$ cat config.mk
export PLATFORM = sky130hd
export DESIGN_NAME = popcount_unary_serializer_flat
export DESIGN_NICKNAME = d
export VERILOG_FILES = /design/src/rtl/popcount_unary_serializer_if.sv /design/src/rtl/popcount_unary_serializer.sv /design/src/flat_wrapper.sv
export SDC_FILE = /design/constraint.sdc
export NUM_CORES = 1
export LEC_CHECK = 0
export CAP_MARGIN = 20
export CORE_AREA = 2 2 43 45
export DETAILED_ROUTE_END_ITERATION = 12
export DIE_AREA = 0 0 45 47
export GPL_ROUTABILITY_DRIVEN = 1
export GPL_TIMING_DRIVEN = 0
export HOLD_SLACK_MARGIN = 0.03
export PLACE_DENSITY = 0.67
export SYNTH_ARGS = -nofsm -noshare
export SYNTH_HDL_FRONTEND = slang
export SYNTH_SLANG_ARGS = --single-unit
$ cat constraint.sdc
create_clock -name clk -period 2.6 [get_ports clk]
set_input_delay 0.52 -clock clk [delete_from_list [all_inputs] [get_ports clk]]
set_output_delay 0.52 -clock clk [all_outputs]
set_load 0.1 [all_outputs]
$ cat src/rtl/popcount_unary_serializer_if.sv
// Handshake bundle for popcount_unary_serializer: count-word input channel and serial-bit output channel.
// Ports: in_valid/in_ready/in_count (count word), out_valid/out_ready/out_bit/out_last/out_word (stream), sat_err.
// slave = serializer view, master = producer/consumer view.
interface popcount_unary_serializer_if #(
    parameter int N  = 7,
    parameter int CW = $clog2(N + 1)
);
    logic          in_valid;
    logic          in_ready;
    logic [CW-1:0] in_count;
    logic          out_valid;
    logic          out_ready;
    logic          out_bit;
    logic          out_last;
    logic [N-1:0]  out_word;
    logic          sat_err;

    modport slave (
        input  in_valid, in_count, out_ready,
        output in_ready, out_valid, out_bit, out_last, out_word, sat_err
    );

    modport master (
        output in_valid, in_count, out_ready,
        input  in_ready, out_valid, out_bit, out_last, out_word, sat_err
    );
endinterface

$ cat src/rtl/popcount_unary_serializer.sv
// Serialises an N-bit thermometer word holding exactly min(in_count,N) ones, LSB first, one bit per beat.
// Latency: first beat valid 1 cycle after acceptance; N cycles per word, back-to-back words with no bubble.
// Backpressure: beats hold while out_ready=0; in_ready only in IDLE or on the completing last beat.
// Ports: clk, rst_n (synchronous, active-low), bus (popcount_unary_serializer_if.slave).
// Optional macro POPCOUNT_SER_ROTATE_EN: the run of ones starts at a rotation offset that advances per word.
module popcount_unary_serializer #(
    parameter int N  = 7,
    parameter int CW = $clog2(N + 1)
) (
    input  logic clk,
    input  logic rst_n,
    popcount_unary_serializer_if.slave bus
);
    localparam int IW = (N > 1) ? $clog2(N) : 1;

    typedef enum logic {IDLE, SHIFT} state_t;

    state_t        state, state_nxt;
    logic [N-1:0]  word, word_nxt;
    logic [IW-1:0] idx, idx_nxt;
    logic          sat, sat_nxt;
    logic [IW-1:0] off, off_nxt;
    logic [CW-1:0] cnt_sat;
    logic          over;
    logic          last;
    logic          beat;
    logic          accept;

    // Ones occupy positions off, off+1, ... wrapping modulo N.
    function automatic logic [N-1:0] therm(input logic [CW-1:0] c, input logic [IW-1:0] o);
        logic [N-1:0] w;
        int           d;
        w = '0;
        for (int i = 0; i < N; i++) begin
            d = i - int'(o);
            if (d < 0) d = d + N;
            w[i] = (d < int'(c));
        end
        return w;
    endfunction

    always_comb begin
        over          = int'(bus.in_count) > N;
        cnt_sat       = over ? CW'(N) : bus.in_count;
        last          = (idx == IW'(N - 1));
        beat          = (state == SHIFT) && bus.out_ready;
        bus.out_valid = (state == SHIFT);
        bus.out_bit   = (state == SHIFT) ? word[idx] : 1'b0;
        bus.out_last  = (state == SHIFT) && last;
        // The completing last beat frees the slot, so a new word can start without an IDLE visit.
        bus.in_ready  = (state == IDLE) || (beat && last);
        accept        = bus.in_valid && bus.in_ready;

`ifdef POPCOUNT_SER_ROTATE_EN
        off_nxt = off;
        if (beat && last) off_nxt = (off == IW'(N - 1)) ? '0 : off + 1'b1;
`else
        off_nxt = '0;
`endif

        state_nxt = state;
        word_nxt  = word;
        idx_nxt   = idx;
        sat_nxt   = accept && over;

        case (state)
            IDLE: begin
                if (accept) begin
                    state_nxt = SHIFT;
                    word_nxt  = therm(cnt_sat, off_nxt);
                    idx_nxt   = '0;
                end
            end
            SHIFT: begin
                if (beat) begin
                    if (last) begin
                        idx_nxt = '0;
                        if (accept) begin
                            // Built with the already-advanced offset of the word that starts now.
                            word_nxt = therm(cnt_sat, off_nxt);
                        end else begin
                            state_nxt = IDLE;
                        end
                    end else begin
                        idx_nxt = idx + 1'b1;
                    end
                end
            end
            default: state_nxt = IDLE;
        endcase
    end

    always_ff @(posedge clk) begin
        if (!rst_n) state <= IDLE;
        else        state <= state_nxt;
    end

    always_ff @(posedge clk) begin
        if (!rst_n) begin
            word <= '0;
            idx  <= '0;
            sat  <= 1'b0;
        end else begin
            word <= word_nxt;
            idx  <= idx_nxt;
            sat  <= sat_nxt;
        end
    end

`ifdef POPCOUNT_SER_ROTATE_EN
    always_ff @(posedge clk) begin
        if (!rst_n) off <= '0;
        else        off <= off_nxt;
    end
`else
    assign off = '0;
`endif

    assign bus.out_word = word;
    assign bus.sat_err  = sat;
endmodule

$ cat src/flat_wrapper.sv
// flat-port wrapper written by rule: the top's interface ports become plain ports
module popcount_unary_serializer_flat 
#(
    parameter int N  = 7,
    parameter int CW = $clog2(N + 1)
)
  (clk, rst_n, bus_in_valid, bus_in_count, bus_out_ready, bus_in_ready, bus_out_valid, bus_out_bit, bus_out_last, bus_out_word, bus_sat_err);
  popcount_unary_serializer_if #(.N(N), .CW(CW)) bus_i ();
  input  logic clk;
  input  logic rst_n;
  input wire logic [$bits(bus_i.in_valid)-1:0] bus_in_valid;
  input wire logic [$bits(bus_i.in_count)-1:0] bus_in_count;
  input wire logic [$bits(bus_i.out_ready)-1:0] bus_out_ready;
  output wire logic [$bits(bus_i.in_ready)-1:0] bus_in_ready;
  output wire logic [$bits(bus_i.out_valid)-1:0] bus_out_valid;
  output wire logic [$bits(bus_i.out_bit)-1:0] bus_out_bit;
  output wire logic [$bits(bus_i.out_last)-1:0] bus_out_last;
  output wire logic [$bits(bus_i.out_word)-1:0] bus_out_word;
  output wire logic [$bits(bus_i.sat_err)-1:0] bus_sat_err;
  assign bus_i.in_valid = bus_in_valid;
  assign bus_i.in_count = bus_in_count;
  assign bus_i.out_ready = bus_out_ready;
  assign bus_in_ready = bus_i.in_ready;
  assign bus_out_valid = bus_i.out_valid;
  assign bus_out_bit = bus_i.out_bit;
  assign bus_out_last = bus_i.out_last;
  assign bus_out_word = bus_i.out_word;
  assign bus_sat_err = bus_i.sat_err;
  popcount_unary_serializer #(.N(N), .CW(CW)) u_core (.clk(clk), .rst_n(rst_n), .bus(bus_i));
endmodule
==> metrics.csv <==
stage,metric,value,unit
run_status,status,completed,
layout,design_area,848,sq um
timing,fmax,0.400,GHz
logic_synthesis,ys_ff_latch,11,
logic_synthesis,synth_area_leaders,"dfxtp_1 (35%), mux2i_1 (13%), nand2_1 (7.8%)",
placed_design,place_congestion,0.734,
timing,period_needed,2.50,ns
timing,worstMarginPinSlew,0.976,ns
power_and_ir_drop,ir_worst_vdd,0.000256,V
route,drt_iter0_markers,14,
critical_path,worstSetupStartpointType,flop,
logic_synthesis,syn_avg_cell_area,9.14,sq um
flow_run,maxCapViolCount,0,
grt,track_usage,13.7,%
critical_path,worst_setup_path_end_kind,primary output,
power_and_ir_drop,swShare,37.6,%
timing,hold_viol_final,0,
layout,area_growth,36.4,%
layout,final_util,51.4,%
cts,cts_buffers,3,
critical_path,critPathKind,flop to primary output,
power_and_ir_drop,p_comb_share,33.7,%
power_and_ir_drop,pwr-share-clk,25.5,%
critical_path,r2r_end,u_core.bus.out_word[5]$_SDFFE_PN0P_,
floorplanning,start_util,37.7,%
placed_design,placed_area,826,sq um
critical_path,cp.required,2.08,ns
logic_synthesis,mappedNetlistNets,75,
route,vias_per_cell,5.26,
cts,cts_htree_levels,1,
critical_path,worstPathMaxFanout,9,
grt,grt_pass1_wl,2160,um
timing,setup_viol,0,
timing,slew_headroom,34.7,%
route,wl_per_cell,11.9,um
power_and_ir_drop,p_leak,0.344,nW
floorplanning,die_x,45,um
grt,grt_pass1_vias,519,
layout,antenna_cells,0,
power_and_ir_drop,power_density,529,nW/um^2
logic_synthesis,yosysTopAreaCell,dfxtp_1,
logic_synthesis,yosys_warnings,0,
min_path,hp-start,u_core.bus.out_word[4]$_SDFFE_PN0P_,
logic_synthesis,synth_cells,68,
layout,fin_cells,105,
timing,finalCritPeriodShare,96.1,%
logic_synthesis,synth.cell_area,622,sq um
floorplanning,ios,19,
power_and_ir_drop,p_int,280,uW
floorplanning,design.core.area,1650,sq um
route,ant_nets,0,
placed_design,hpwl,939,um
floorplanning,dieArea,2120,sq um
critical_path,worst-r2r-setup-slack,1.32,ns
cts,clockBufferDepth,2,
critical_path,crit_end,bus_out_bit,
logic_synthesis,synthDistinctLibCells,29,
power_and_ir_drop,p_sw,169,uW
cts,cts_tree,yes,
cts,insertion_delay,0.26,ns
grt,overflow,0,
critical_path,critPathArrivalTime,1.98,ns
route,routed_wl,1250,um
placed_design,numPortBuffers,16,
logic_synthesis,synth_top_area_share,35.4,%
critical_path,r2r-start,u_core.idx[2]$_SDFFE_PN0P_,
cts,clk_pin_slew,0.07,ns
placed_design,dp_cells,101,
timing,finalMaxSlewViolations,0,
critical_path,crit_start,u_core.idx[0]$_SDFFE_PN0P_,
route,vias,552,
min_path,hold_class,flop to flop,
timing,tns,0,ns
timing,hold_ws,0.476,ns
cts,cts_root_buf,clkbuf_4,
cts,clock-sinks,11,
grt,antenna_found_initial,0,
route,drcViolationCount,0,
floorplanning,std_cell_rows,15,
timing,finClkSkew,0.00350,ns
grt,grt_max_degree,11,
logic_synthesis,yosysSeqAreaShare,35.4,%
timing,rsz0062_at_grt,false,
route,drtPass1Iterations,4,
power_and_ir_drop,seqPwrFrac,40.7,%
floorplanning,die_h,47,um
layout,nets,96,
critical_path,reg2reg_depth,3,
layout,drive_gt1_share,18.2,%
sequential cells by signal, indices dropped and copies added, names as in the netlist:
signal / flops
u_core.bus.out_word: 7
u_core.idx: 3
u_core.bus.out_valid: 1
metrics by stage:
stage          worst slack (ns)  power [mW]
6_report                  0.101       0.449
3_5_place_dp             -0.409       0.340
2_1_floorplan           0.00203       0.303
4_1_cts                  -0.138       0.454
5_1_grt                  0.0166       0.471
3_3_place_gp             -0.404       0.339
cell families (layout without fill, tap and decap cells):
kind of cell    count (synthesis)  after routing  share of synthesized area (%)
other cells                     1              1                          0.603
compound gates                 14             14                           16.7
mux                             9              9                           16.5
flops                          11             11                           35.4
buf+inv                         7             27                           7.04
simple gates                   26             26                           23.7
Yosys cell counts:
cell type and instances:
nand3_1 3, dfxtp_1 11, o21ai_0 3, and3_1 1, inv_1 1, or3_1 1
a21o_2 1, a21oi_1 3, clkbuf_1 1, nand4b_4 1, a21boi_0 2, or3b_1 1
nand4_1 1, o21a_1 1, mux4_2 1, conb_1 1, nand3b_1 2, buf_2 2
nor2_1 1, buf_4 2, mux2i_1 8, nand2_1 13, nor3b_1 1, a21oi_4 1
buf_6 1, nand2b_1 1, a211o_1 1, o211ai_1 1, o211a_1 1
cell type report:
type                    count  area, sq um
clock buffers               4         26.3
flip-flops and latches     11          220
repair buffers             16          156
plain buffers               6         40.0
inverters                   1         3.75
well taps                  17         21.3
multi-input cells          50          380
fillers                   179          803
placed cells by master, fill, tap and decap left out:
cell type,count
clkdlybuf4s50_1,13
buf_6,1
mux4_2,1
nand2b_1,1
mux2i_1,8
or3_1,1
nor3b_4,1
clkdlybuf4s15_1,1
a21oi_1,2
o211ai_1,1
nand4b_4,1
a21boi_0,2
buf_2,2
nor2_1,1
clkbuf_4,3
clkbuf_1,2
conb_1,1
buf_4,2
nand4_1,1
inv_1,1
o21a_1,1
o21ai_0,3
dfxtp_1,11
clkdlybuf4s15_2,1
clkbuf_2,1
nand3_1,3
nand2_1,13
a21o_2,1
and3_1,1
o211a_1,1
nand3b_1,2
a21oi_4,2
a211o_1,1
or3b_1,1
power groups by stage:
stage	logic, mW	clock network (mW)	registers [mW]
final	0.151	0.115	0.183
after global routing	0.159	0.127	0.184
after CTS	0.152	0.118	0.183
after detailed placement	0.153	0	0.187
after global placement	0.153	0	0.187
after floorplan	0.0615	0	0.241
repair_timing:
item | 4_1_cts | 5_1_grt
buffers inserted | 0 | 0
resized for setup | 5 | 3
hold buffers | 0 | 0
endpoints found under the setup margin | 3 | 2
metal layers:
layer	GRT usage [%]	wire (um)	vias to the layer above
met1	18.2	568	254
met3	3.08	97	2
met2	21.7	582	18
met4	5.29	5	0
met5	0	0	-
li1	-	-	278
worst max-delay path: stages, from the launching register on:
cell and delay, ns:
dfxtp_1 0.33, buf_6 0.14, mux4_2 0.49, o21ai_0 0.35
a21oi_4 0.03, clkbuf_2 0.38
how the worst min path moves through the flow:
| stage | end | slack [ns] | depth (start not counted) |
|---|---|---|---|
| 2_1_floorplan | u_core.idx[2]$_SDFFE_PN0P_ | 0.55 | 2 |
| 3_3_place_gp | u_core.bus.out_word[1]$_SDFFE_PN0P_ | 0.46 | 2 |
| 3_5_place_dp | u_core.bus.out_word[4]$_SDFFE_PN0P_ | 0.47 | 2 |
| 4_1_cts | u_core.bus.out_word[4]$_SDFFE_PN0P_ | 0.48 | 2 |
| 5_1_grt | u_core.bus.out_word[3]$_SDFFE_PN0P_ | 0.50 | 2 |
| 6_report | u_core.bus.out_word[4]$_SDFFE_PN0P_ | 0.48 | 2 |
Note: power is estimated with default switching activity, not from simulation.
